==> config.mk <==
export PLATFORM = sky130hd
export DESIGN_NAME = instr_sequencer
export DESIGN_NICKNAME = d
export VERILOG_FILES = /design/src/rtl/instr_sequencer.sv
export SDC_FILE = /design/constraint.sdc
export NUM_CORES = 2
export LEC_CHECK = 0
export CORE_MARGIN = 2
export CORE_UTILIZATION = 40
export DETAILED_ROUTE_END_ITERATION = 8
export SETUP_SLACK_MARGIN = 0.3
export SYNTH_ARGS = -nofsm -noshare
export SYNTH_HDL_FRONTEND = slang
export SYNTH_SLANG_ARGS = --single-unit
==> constraint.sdc <==
create_clock -name CLK -period 4.5 [get_ports CLK]
set_clock_uncertainty 0.1 [all_clocks]
set_input_delay 0.9 -clock CLK [delete_from_list [all_inputs] [get_ports CLK]]
set_output_delay 0.9 -clock CLK [all_outputs]
set_load 0.01 [all_outputs]
==> src/rtl/instr_sequencer.sv <==
// instr_sequencer: loadable instruction RAM plus run-control FSM (IDLE/RUN/DONE/ERR) with stall, branch and optional nested hardware loops (macro SEQ_LOOP_EN); ports: CLK/RST, St start, load_* RAM write port, decoder controls (pc_src/jump_addr/halt/loop_*), outputs instruction/pc/enable/busy/done/err.
module instr_sequencer #(
  parameter int ADDR_BIT = 6,
  parameter int CNT_BIT = 8,
  parameter int LOOP_DEPTH = 4
) (
  input  logic                CLK,
  input  logic                RST,
  input  logic                St,
  input  logic                jump,
  input  logic                stall,
  input  logic                load_en,
  input  logic [ADDR_BIT-1:0] load_addr,
  input  logic [31:0]         load_data,
  input  logic                pc_src,
  input  logic [ADDR_BIT-1:0] jump_addr,
  input  logic                halt,
  input  logic                loop_valid,
  input  logic [ADDR_BIT-1:0] loop_end,
  input  logic [CNT_BIT-1:0]  loop_count,
  output logic [31:0]         instruction,
  output logic [ADDR_BIT-1:0] pc,
  output logic                enable,
  output logic                busy,
  output logic                done,
  output logic                err
);
  typedef enum logic [1:0] {IDLE, RUN, DONE, ERR} state_t;
  state_t state, nxt_state;
  logic [ADDR_BIT-1:0] nxt_pc, pc_inc;
  logic [31:0] mem [2**ADDR_BIT];
  logic clr, push, pop, dec, last;
  assign pc_inc = pc + 1'b1;
  assign last = &pc;
  assign instruction = mem[pc];
  assign busy = state == RUN;
  assign done = state == DONE;
  assign err = state == ERR;
  assign enable = busy & ~stall;
  always_ff @(posedge CLK)
    if (load_en && state != RUN) mem[load_addr] <= load_data;
  always_ff @(posedge CLK or posedge RST)
    if (RST) begin
      state <= IDLE;
      pc <= '0;
    end else begin
      state <= nxt_state;
      pc <= nxt_pc;
    end
`ifdef SEQ_LOOP_EN
  // Shift stack: entry 0 is always the innermost (top) loop.
  logic [LOOP_DEPTH-1:0] vld;
  logic [ADDR_BIT-1:0] s_start [LOOP_DEPTH];
  logic [ADDR_BIT-1:0] s_end [LOOP_DEPTH];
  logic [CNT_BIT-1:0] s_cnt [LOOP_DEPTH];
  always_ff @(posedge CLK or posedge RST)
    if (RST) vld <= '0;
    else if (clr) vld <= '0;
    else if (push) vld <= {vld[LOOP_DEPTH-2:0], 1'b1};
    else if (pop) vld <= vld >> 1;
  always_ff @(posedge CLK)
    if (push) begin
      for (int i = LOOP_DEPTH - 1; i > 0; i--) begin
        s_start[i] <= s_start[i-1];
        s_end[i] <= s_end[i-1];
        s_cnt[i] <= s_cnt[i-1];
      end
      s_start[0] <= pc_inc;
      s_end[0] <= loop_end;
      s_cnt[0] <= loop_count;
    end else if (pop) begin
      for (int i = 0; i < LOOP_DEPTH - 1; i++) begin
        s_start[i] <= s_start[i+1];
        s_end[i] <= s_end[i+1];
        s_cnt[i] <= s_cnt[i+1];
      end
    end else if (dec) s_cnt[0] <= s_cnt[0] - 1'b1;
`else
  logic unused_loop;
  localparam int unused_depth = LOOP_DEPTH;
  assign unused_loop = ^{loop_valid, loop_end, loop_count};
`endif
  always_comb begin
    nxt_state = state;
    nxt_pc = pc;
    clr = 1'b0;
    push = 1'b0;
    pop = 1'b0;
    dec = 1'b0;
    if (state != RUN) begin
      if (St) begin
        nxt_state = RUN;
        nxt_pc = '0;
        clr = 1'b1;
      end
    end else if (!stall) begin
      if (halt) nxt_state = DONE;
      else if (pc_src && jump) nxt_pc = jump_addr;
`ifdef SEQ_LOOP_EN
      else if (vld[0] && pc == s_end[0]) begin
        if (s_cnt[0] > CNT_BIT'(1)) begin
          nxt_pc = s_start[0];
          dec = 1'b1;
        end else if (last) nxt_state = ERR;
        else begin
          pop = 1'b1;
          nxt_pc = pc_inc;
        end
      end else if (loop_valid) begin
        // A zero-count skip to the last address would wrap, so it is an error too.
        if (loop_end <= pc) nxt_state = ERR;
        else if (loop_count == '0) begin
          if (&loop_end) nxt_state = ERR;
          else nxt_pc = loop_end + 1'b1;
        end else if (vld[LOOP_DEPTH-1]) nxt_state = ERR;
        else begin
          push = 1'b1;
          nxt_pc = pc_inc;
        end
      end
`endif
      else if (last) nxt_state = ERR;
      else nxt_pc = pc_inc;
    end
  end
endmodule

# [After elaboration in Yosys (flattened, before gate mapping)]
# Memory sizes are Yosys's and may differ from the RTL's.
# Index checks and enable logic that the tools add are counted.
[op_classes] addsub=1 n_eq_ne=9 mux=14 bitwise=2 reduce_logical=6
[op_table] cell="$mux W6" n=6
[op_table] cell="$mux W2" n=6
[op_table] cell="$reduce_and A4 Y1" n=2
[op_table] cell="$add A6 B1 Y6 const B" n=1
[op_table] cell="$ne A2 B1 Y1 const B" n=3
[op_table] cell="$reduce_and A6 Y1" n=1
[op_table] cell="$eq A2 B2 Y1 const B" n=2
[op_table] cell="$ne A3 B1 Y1 const B" n=1
[op_table] cell="$ne A3 B3 Y1 const B" n=1
[op_table] cell="$reduce_bool A3 Y1" n=1
[op_table] cell="$eq A2 B1 Y1 const B" n=1
[op_table] cell="$logic_and A1 B1 Y1" n=2
[op_table] cell="$mux W1" n=2
[op_table] cell="$ne A2 B2 Y1 const B" n=1
[op_table] cell="$and A1 B1 Y1" n=1
[op_table] cell="$not A1 Y1" n=1
[totals] ff_bits=8 mem_bits_rw=2048 inputBits=67 out_inout_bits=42 wordCells=35 memories=1
[mem_list] name="mem" words=64 word_bits=32 rd=1 rd_ports_with_merged_regs=0 wr=1 line_no="31" rtl="logic [31:0] mem [2**ADDR_BIT];"

# [Longest topological paths before layout]
[depth] ltp_word=6 depth_mapped=10 ltp_nobuf=6

# [Worst setup path after synthesis]
# No wires, ideal clock.
[synth_path] kind="input to register" from="input load_addr[5]" to="memory mem[35][0] (enable)" setup_time_ns=0.421 arrival_ns=3.099 required_ns=3.979 setup_slack_ns=0.880 stages=4 n_path_buf=2 cell_sequence="clkbuf_1 -> or3b_2 -> clkbuf_1 -> nor2_1"
[synth_rtl] item="from (decl)" line_no="13" rtl="input logic [ADDR_BIT-1:0] load_addr,"
[synth_rtl] item="to (decl)" line_no="31"
# Straight into the memory's write port.

# [Final worst setup path]
[layout_path] from="register pc[0]" to="output instruction[21]"
[layout_via] elab_chain_cells=1
[layout_rtl] item="from (decl)" line_no="22" rtl="output logic [ADDR_BIT-1:0] pc,"
[layout_rtl] item="from (signal assigned)" line_no="48" rtl="pc <= nxt_pc;"
[layout_rtl] item="$mem_v2 Z64 W32"
[layout_rtl] item="to (decl)" line_no="21" rtl="output logic [31:0] instruction,"
# No other way between the ends.

==> flow_summary_export.csv <==
group,metric,value,unit
floorplan,rows,163,
drt,viasPerCell,5.78,
global_route,grt_max_degree,65,
drt,drtPass1Iterations,7,
synthesis,async_reset_ff_share,0.389,%
worst_setup_path,end_kind,"primary output",
global_route,grt.overflow.total,0,
clock_tree,clockBufferDepth,3,
timing,finalSetupViolCount,0,
placement,place_congestion,0.787,
synthesis,synth_cells,3682,
status,status,"complete, no violations",
synthesis,yosysMostFrequentCell,"edfxtp_1",
clock_tree,insertion_delay,820,ps
worst_setup_path,critical_path_arrival,3460,ps
drt,drc,0,
synthesis,synth_largest_area_cell,"edfxtp_1",
timing,rsz0062_at_grt,"yes",
floorplan,die_w,448,um
clock_tree,cts_tree,"yes",
finish,nets,4226,
run,drv_cap,0,
timing,min_period,4460,ps
synthesis,yosysTopAreaCellShare,77.8,%
worst_setup_path,rr_startpoint,"state[0]",
drt,drt_iter0_markers,4837,
synthesis,netlist_top_cells_count,"2048 x edfxtp_1, 358 x mux4_2, 333 x mux2i_1",
timing,relSlewSlack,12.9,%
synthesis,synth_edf_count,2048,
global_route,grt_usage,21.0,%
synthesis,syn_avg_cell_area,21.5,um^2
worst_setup_path,critPathRequiredTime,3500,ps
hold_path,min_path_type,"input pin to asynchronous set/reset pin",
floorplan,dieArea,0.201,mm^2
synthesis,synth_area,0.0790,mm^2
finish,finalInstanceArea,0.0955,mm^2
synthesis,synthFlopType,"edfxtp_1",
worst_setup_path,worstSetupPathType,"flip-flop to primary output",
pwr,power,46.6,mW
finish,fin_cells,6978,
pwr,power_frac_seq,45.4,%
floorplan,die_h,448,um
floorplan,core,0.197,mm^2
drt,wl_per_cell,30.8,um
global_route,grt_pass1_wl,298,mm
synthesis,synth_seq_cells,2056,
timing,tightest_slew,1310,ps
drt,drtAntennaViolNets,0,
finish,post-route-util,48.5,%
floorplan,ios,109,
clock_tree,clk_pin_slew,60,ps
timing,report.final.hold_viol_count,0,
clock_tree,cts.sinks,2056,
pwr,switching_power,12.0,mW
global_route,grt_antenna_before_repair,14,
synthesis,yosysUniqueCellTypes,58,
placement,placedCellCount,6459,
pwr,share_comb_of_total_power,20.8,%
pwr,p_leak,29.3,nW
pwr,p_clk_share,33.8,%
finish,drive_gt1_share,32.7,%
pwr,power_switching_share,25.8,%
synthesis,ys_seq_area_share,78.1,%
clock_tree,cts_hold_buffers,0,
finish,synthToLayoutAreaGrowth,20.9,%
clock_tree,h-tree-depth,4,
worst_setup_path,cp-start-kind,"flip-flop",
timing,finalMaxSlewViolations,0,
global_route,grt_pass1_vias,39500,
synthesis,synth_nets,3750,
drt,drt_wl_total,215,mm
clock_tree,cts_root_buf,"clkbuf_16",
pwr,p_int,34.6,mW
drt,vias,40300,
pwr,power_density,488,mW/mm^2
timing,period_share,99.2,%
placement,dpl_cell_area,0.0850,mm^2
worst_setup_path,startpoint,"pc[0]",
timing,tns,0,ps
pwr,vdd_ir_drop_max,0.373,mV
floorplan,start_util,40.2,%
placement,io_buffers,93,
worst_setup_path,cp_max_fo,8,
synthesis,synth_area_leaders,"edfxtp_1 78%, mux4_2 10%, mux2i_1 4.2%",
placement,detailed_place_hpwl,115,mm
synthesis,ys_warn_count,0,
clock_tree,numCtsBuffers,198,
timing,max_freq,0.224,GHz
==> what timing repair did <==
action,4_1_cts,5_1_grt
pin swaps,88,128
gates resized for setup,428,203
endpoints found under the setup margin,32,32
gates cloned,31,18
buffers inserted,59,31
==> placed cells by master, fill, tap and decap left out, types with 10 or more instances in the layout <==
cell type,synthesis,final
buf_4,45,202
nand2_2,1,46
o22a_1,29,17
clkinv_1,1,64
buf_16,0,46
mux2i_1,333,311
nor2_4,0,64
mux4_2,358,358
mux2i_2,0,13
a2111oi_4,0,31
clkdlybuf4s50_1,0,29
buf_6,29,76
a22oi_1,118,65
a22oi_2,0,53
clkbuf_16,0,217
nor3_1,35,30
a211oi_1,36,20
o21ai_0,16,15
nand2_1,134,88
edfxtp_1,2048,2048
o22ai_2,0,38
a311oi_2,0,10
buf_2,64,44
clkinv_2,0,24
diode_2,0,12
a311oi_1,30,20
clkbuf_1,65,56
o22ai_1,124,77
nor2_1,76,12
buf_12,5,63
o22a_4,0,12
a211oi_2,0,14
==> through the flow <==
| step | hold WS, ps | setup slack (ps) |
|---|---|---|
| floorplan | 441 | 880 |
| global placement | 467 | 144 |
| detailed placement | 480 | 172 |
| CTS | 186 | -55.7 |
| global route | 245 | -52.9 |
| finish | 236 | 35.9 |
==> registers in the layout, indices dropped and copies added, names as in the netlist <==
register	flops
mem	2048
pc	6
state	2
==> critical path, stage by stage, from the launching register on <==
cell       delay, ps
dfrtp_4          460
buf_12           170
buf_12           160
buf_12           150
buf_16           150
mux4_2           530
mux2i_4          230
a2111oi_4        110
buf_6            170
o22a_1           210
buf_6            140
buf_6            120
==> final timing paths <==
path / depth (start not counted) / to / slack (ps)
min: 2 / state[1] / 240
max in group asynchronous: 2 / pc[2] / 3770
min in group CLK: 1 / mem[23][20] / 280
max: 11 / instruction[21] / 40
min reg2reg: 2 / state[0] / 490
max reg2reg: 7 / mem[0][1] / 1470
==> metal layers <==
layer / up-vias / wire length [um] / global-route usage, %
met5: - / 13 / 0
met4: 2 / 5480 / 5.92
met3: 293 / 15900 / 3.57
met2: 1583 / 103000 / 33.0
met1: 21900 / 90900 / 30.3
li1: 16600 / - / -
==> power groups by stage <==
stage	logic [mW]	registers [mW]	clock network [mW]
finish	9.69	21.2	15.8
global route	10.1	21.2	16.7
CTS	8.89	21.2	16.0
detailed placement	7.21	21.6	0
global placement	7.18	21.6	0
floorplan	4.47	21.6	0
==> layout make-up <==
cell class | instances | area [um^2]
flip-flops and latches | 2056 | 61700
diodes | 12 | 30.0
well taps | 2640 | 3300
clock buffers | 259 | 5290
repair buffers | 492 | 6190
multi-input cells | 1403 | 18200
fillers | 15700 | 101000
clock inverters | 109 | 756
inverters | 7 | 31.3
==> kinds of logic after synthesis <==
kind of cell,after synthesis,share of synthesized area (%)
AO/OA/AOI/OAI,402,3.84
adder cells (fa/ha/maj),1,0.0158
buffers and inverters,224,1.80
flip-flops,2056,78.1
multiplexers,696,14.6
AND/OR/NAND/NOR,303,1.72
(Power assumes the default switching activity.)
